### src/rtl/demux4s_stream.sv
`default_nettype none
// ============================================================================
// Module   : demux4s_stream
// Brief    : 1-to-4 stream demultiplexer into four single-entry output slots.
// Revision : 1.0 - initial release
// ============================================================================
module demux4s_stream #(
  parameter int W     = 4,
  parameter int CNT_W = 8
) (
  input  logic             clk,
  input  logic             rst_n,
  input  logic [W-1:0]     in_data,
  input  logic [1:0]       in_sel,
  input  logic             in_valid,
  output logic             in_ready,
  output logic [W-1:0]     out_data0,
  output logic [W-1:0]     out_data1,
  output logic [W-1:0]     out_data2,
  output logic [W-1:0]     out_data3,
  output logic [3:0]       out_valid,
  input  logic [3:0]       out_ready,
  output logic [CNT_W-1:0] out_cnt0,
  output logic [CNT_W-1:0] out_cnt1,
  output logic [CNT_W-1:0] out_cnt2,
  output logic [CNT_W-1:0] out_cnt3
);

  typedef enum logic [0:0] {
    S_EMPTY = 1'b0,
    S_FULL  = 1'b1
  } slot_state_t;

  logic [3:0]         w_full;
  logic [3:0]         w_load;
  logic [3:0]         w_drain;
  logic               w_in_ready;
  logic [4*W-1:0]     w_data;
  logic [4*CNT_W-1:0] w_cnt;

  // A full slot can still accept when its consumer drains in the same cycle.
  assign w_in_ready = ~w_full[in_sel] | out_ready[in_sel];
  assign in_ready   = w_in_ready;

  generate
    for (genvar k = 0; k < 4; k++) begin : g_slot
      localparam logic [1:0] c_SEL = 2'(k);

      slot_state_t      r_state;
      logic [W-1:0]     r_data;
      logic [CNT_W-1:0] r_cnt;

      assign w_full[k]  = (r_state == S_FULL);
      assign w_load[k]  = in_valid & w_in_ready & (in_sel == c_SEL);
      assign w_drain[k] = w_full[k] & out_ready[k];

      always_ff @(posedge clk or negedge rst_n) begin
        if (!rst_n) begin
          r_state <= S_EMPTY;
          r_data  <= '0;
          r_cnt   <= '0;
        end else begin
          case (r_state)
            S_EMPTY: begin
              if (w_load[k]) begin
                r_state <= S_FULL;
                r_data  <= in_data;
              end
            end
            S_FULL: begin
              if (w_load[k]) begin
                r_data <= in_data;
              end else if (w_drain[k]) begin
                r_state <= S_EMPTY;
              end
            end
            default: r_state <= S_EMPTY;
          endcase
          if (w_drain[k]) begin
            r_cnt <= r_cnt + CNT_W'(1);
          end
        end
      end

      assign w_data[k*W +: W]         = r_data;
      assign w_cnt[k*CNT_W +: CNT_W]  = r_cnt;
    end
  endgenerate

  assign out_valid = w_full;
  assign out_data0 = w_data[0*W +: W];
  assign out_data1 = w_data[1*W +: W];
  assign out_data2 = w_data[2*W +: W];
  assign out_data3 = w_data[3*W +: W];
  assign out_cnt0  = w_cnt[0*CNT_W +: CNT_W];
  assign out_cnt1  = w_cnt[1*CNT_W +: CNT_W];
  assign out_cnt2  = w_cnt[2*CNT_W +: CNT_W];
  assign out_cnt3  = w_cnt[3*CNT_W +: CNT_W];

endmodule
`default_nettype wire

### config.mk
export PLATFORM = sky130hd
export DESIGN_NAME = demux4s_stream
export DESIGN_NICKNAME = d
export VERILOG_FILES = /design/src/rtl/demux4s_stream.sv
export SDC_FILE = /design/constraint.sdc
export NUM_CORES = 1
export LEC_CHECK = 0
export ABC_CLOCK_PERIOD_IN_PS = 1500
export BUFFER_PORTS_ARGS = -buffer_cell sky130_fd_sc_hd__buf_2
export CORE_MARGIN = 2
export CORE_UTILIZATION = 51
export DETAILED_ROUTE_END_ITERATION = 6
export GPL_TIMING_DRIVEN = 0
export PLACE_DENSITY = 0.79
export SLEW_MARGIN = 20
export SYNTH_ARGS = -nofsm -noshare
export SYNTH_HDL_FRONTEND = slang
export SYNTH_SLANG_ARGS = --single-unit
### constraint.sdc
create_clock -name clk -period 1.5 [get_ports clk]
set_input_delay 0 -clock clk [delete_from_list [all_inputs] [get_ports clk]]
set_output_delay 0 -clock clk [all_outputs]
set_load 0.02 [all_outputs]
* Word level (Yosys, flattened, before mapping) *
Index checks and enable logic that the tools add are counted.

cells by class
  add/subtract/negate cells = 4
  $lt $le $gt $ge = 1
  equality and inequality tests = 3
  multiplexer cells = 24
  bitwise logic cells = 15
  reductions and logical operators = 1

operator list
  kind                   number
  $add A8 B1 Y8 const B  4
  $mux W4                4
  $mux W1                14
  $and A1 B1 Y1          9
  $pmux W1 S2            4
  $not A1 Y1             5
  $bmux W1 S2            2
  $eq A2 B2 Y1 const B   2
  $lt A2 B3 Y1 const B   1
  $eq A2 B1 Y1 const B   1
  $logic_not A2 Y1       1
  $or A1 B1 Y1           1

storage, ports and cells
  register bits after elaboration = 52
  input bits = 13
  output and inout bits = 53
  logic and storage cells = 60

* Logic depth before layout (Yosys ltp) *
  depth in word-level cells = 8
  depth in mapped cells = 4
  mapped depth without buffers = 4

* Worst setup path before layout *
OpenSTA, ideal clock, no wires.

  path kind = reg2reg
  start point = reg g_slot[2].r_state
  end point = reg g_slot[2].r_data[0], in the netlist out_data2[0]
  library setup time = 125 ps
  arrival = 1076 ps
  data required time = 1375 ps
  path slack = 299 ps
  cell stages (with the launch flop) = 4
  path buffers = 0
  period minus slack after synthesis = 1201 ps
  cell sequence = dfrtp_1 > nand2b_1 > nor3b_4 > mux2_2

between the ends
  longest elaborated chain between the ends = 6

RTL lines
  item                           line  source
  start, declared                49    slot_state_t r_state;
  start signal, assigned         59    r_state <= S_EMPTY;
  start signal, assigned         66    r_state <= S_FULL;
  start signal, assigned         74    r_state <= S_EMPTY;
  $bmux W1 S2                    42    assign w_in_ready = ~w_full[in_sel] | out_ready[in_sel];
  $mux W1 (not written as such)  42
  $not A1 Y1                     42
  $or A1 B1 Y1                   42
  $and A1 B1 Y1 (2 in series)    54    assign w_load[k] = in_valid & w_in_ready & (in_sel == c_SEL);
  end signal, assigned           67    r_data <= in_data;
  end signal, assigned           72    r_data <= in_data;
  end, declared                  50    logic [W-1:0] r_data;

Every way passes these cells. The select of a mux whose other input is x is not followed.
A chain may end at the register's enable or synchronous reset.

* Worst setup path after layout *
  start point = reg g_slot[1].r_state
  end point = out in_ready

between the ends
  longest elaborated chain between the ends = 4

RTL lines
  item                           line  source
  start, declared                49
  start signal, assigned         59
  start signal, assigned         66
  start signal, assigned         74
  $bmux W1 S2                    42
  $mux W1 (not written as such)  42
  $not A1 Y1                     42
  $or A1 B1 Y1                   42
  end, declared                  16    output logic in_ready,

Every way passes these cells. The select of a mux whose other input is x is not followed.

==> flow_summary.yaml <==
placed_design:
  dp.final_hpwl_mm: 3.020
  numPortBuffers: 65
  placed_cell_area_um2: 2601
  gp_congestion: 0.8169
setup_path:
  crit_arrival_ps: 1420
  worst_setup_path_end_kind: "output pin"
  r2r_cells: 3
  r2r_setup_slack_ps: 170
  r2r-end: "out_data2[1]"
  r2r-start: "g_slot[2].r_state"
  worst-setup-path-type: "register to output pin"
  startpoint_type: "register"
  critPathRequiredTime_ps: 1500
  worstPathMaxFanout: 3
detailed_routing:
  wire_per_inst_um: 13.80
  avgViaCountPerCell: 5.142
  drt_iter0_drc: 109
  drt_pass1_iterations: 4
  drtAntennaViolNets: 0
  routed_wl_mm: 4.168
  drcViolationCount: 0
  vias: 1553
grt:
  grt_first_pass_wirelength_mm: 6.913
  grt_use_total_pct: 17.79
  overflow: 0
  antenna_found_initial: 0
  grt_max_degree: 53
  grt_pass1_vias: 1481
power_and_ir_drop:
  p_per_area_nw_per_um2: 1516
  p_leak_nw: 1.407
  vdd_ir_drop_max_v: 0.0009430
synthesis:
  synth_cell_types: 23
  synth.yosys.seq_area_share_pct: 58.86
  synthTopCellsByArea: "dfrtp_1 (59%), mux2_2 (10%), xnor2_1 (7.1%)"
  yosysMostFrequentCell: "dfrtp_1"
  yosys_most_used_dff: "dfrtp_1"
  synth_edf_count: 0
  ys_seq_elements: 52
  yosys.area.top_type: "dfrtp_1"
  async_reset_ff_share_pct: 100.0
  syn_nets: 187
  synth_warnings: 0
  syn_area_um2: 2211
  yosysTopAreaCellShare_pct: 58.86
  synth_area_per_cell_um2: 13.01
  netlist_instances: 170
  netlist_top_cells_count: "dfrtp_1 (52), mux2_2 (20), nand2_1 (19)"
cells_and_area:
  syn_to_final_growth_pct: 25.47
  layout-drive-gt1-share_pct: 40.87
  design_area_um2: 2774
  n_antenna_cell: 0
  final_nets: 268
run_status:
  outcome: "finished, final reports clean"
worst_hold_path:
  hp-start: "in_valid"
  holdPathEnd: "g_slot[3].r_state"
  hp-class: "input pin to register"
  min_path_cells: 3
clock_network:
  numClockSinks: 52
  clockRootBuffer: "clkbuf_8"
  cts.path.max_buffers: 2
  post_cts_resized: 0
  htreeDepth: 2
  insertion_delay_ps: 300
  numCtsBuffers: 5
  path_clk_slew_ps: 80
  cts_tree: "yes"
die:
  rows: 23
  initial_utilization_pct: 54.10
  core-area_um2: 4086
  die_x_um: 69.84
  die_h_um: 69.84
  pin_count: 66
  dieArea_um2: 4878
sta:
  worst_pin_slew_ps: 644.1
  hold_violations: 0
  period_share_pct: 94.99
  maxSlewViolCount: 0
  timing.clock.skew_ps: 4.219
  finalSetupViolCount: 0
  fmax_mhz: 701.9
  hold_ws_ps: 17.89
  slew_headroom_pct: 57.06
  finalWorstPathRequiredPeriod_ps: 1425
job:
  max-cap-violations: 0
==> placed cells by master, fill, tap and decap left out, types with 5 or more instances in the layout <==
cell and n:
clkbuf_8 6, nand3_1 6, buf_4 8, and3_1 5
dfrtp_1 52, buf_2 64, mux2_2 20, xnor2_1 18
nand4_1 6, dlygate4sd3_1 6, xor2_1 10, nand2_1 19
nor3_1 5
==> area by class of cell <==
| type | count | area (µm²) |
|---|---|---|
| Fill cell | 321 | 1313 |
| Timing Repair Buffer | 74 | 410.4 |
| Multi-Input combinational cell | 112 | 872.1 |
| Buffer | 5 | 33.78 |
| Sequential cell | 52 | 1301 |
| Tap cell | 50 | 62.56 |
| Inverter | 1 | 3.754 |
| Clock buffer | 8 | 90.09 |
==> per-stage QoR <==
| step | utilization (%) | setup slack (ps) | instances | power [W] | TNS [ps] |
|---|---|---|---|---|---|
| 3_5_place_dp | 63.66 | 118.8 | 285 | 0.003425 | 0 |
| 4_1_cts | 67.33 | 1.924 | 299 | 0.004236 | 0 |
| 6_report | 67.88 | 75.20 | 302 | 0.004204 | 0 |
| 5_1_grt | 67.88 | -1.308 | 302 | 0.004454 | -1.308 |
| 2_1_floorplan | - | 299.3 | 170 | 0.002899 | 0 |
| 3_3_place_gp | 63.59 | 182.6 | 285 | 0.003373 | 0 |
==> registers in the layout, indices dropped and copies added (netlist names) <==
signal and cells:
out_data0 4, out_cnt0 8, out_data3 4, out_data2 4
out_cnt3 8, g_slot.r_state 4, out_data1 4, out_cnt2 8
out_cnt1 8
==> worst max-delay path by stage <==
stage                           start            to  slack, ps  cells after the start
floorplan           g_slot[2].r_state  out_data2[0]        300                      3
global placement    g_slot[2].r_state  out_data2[0]        180                      3
detailed placement  g_slot[2].r_state  out_data2[1]        120                      3
CTS                 g_slot[2].r_state      in_ready          2                      3
global route        g_slot[3].r_state      in_ready         -1                      3
finish              g_slot[1].r_state      in_ready         80                      3
==> power breakdown <==
group / leakage, nW / internal (W) / switching (W)
logic: 0.706 / 0.000564 / 0.000794
clock network: 0.0455 / 0.000377 / 0.000418
registers: 0.656 / 0.00173 / 0.000317
total: 1.41 / 0.00267 / 0.00153
==> worst max-delay path, stage by stage (launching register included) <==
cell and delay (ps):
dfrtp_1 370, nand2b_1 110, mux4_2 480, buf_2 180
==> cell families (layout without fill, tap and decap cells) <==
logic type | after synthesis | in the layout | share of synthesized area [%]
flip-flops | 52 | 52 | 58.86
AO/OA/AOI/OAI | 2 | 2 | 0.4528
multiplexers | 21 | 21 | 11.21
buffers and inverters | 6 | 88 | 1.698
AND/OR/NAND/NOR | 57 | 57 | 14.43
XOR/XNOR | 28 | 28 | 11.09
adder cells (fa/ha/maj) | 4 | 4 | 2.264
==> what timing repair did <==
item                                    in CTS  in global routing
buffers inserted                             0                  3
endpoints found under the hold margin       65                  0
endpoints found under the setup margin       0                  1
hold buffers                                 6                  0
==> routing by layer <==
metal / GRT usage, % / wire length [µm]
met1: 23.73 / 1826
met2: 28.15 / 1976
met3: 6.395 / 321
met4: 3.846 / 44
met5: 0 / 0
Power figures use the tool's default switching activity.
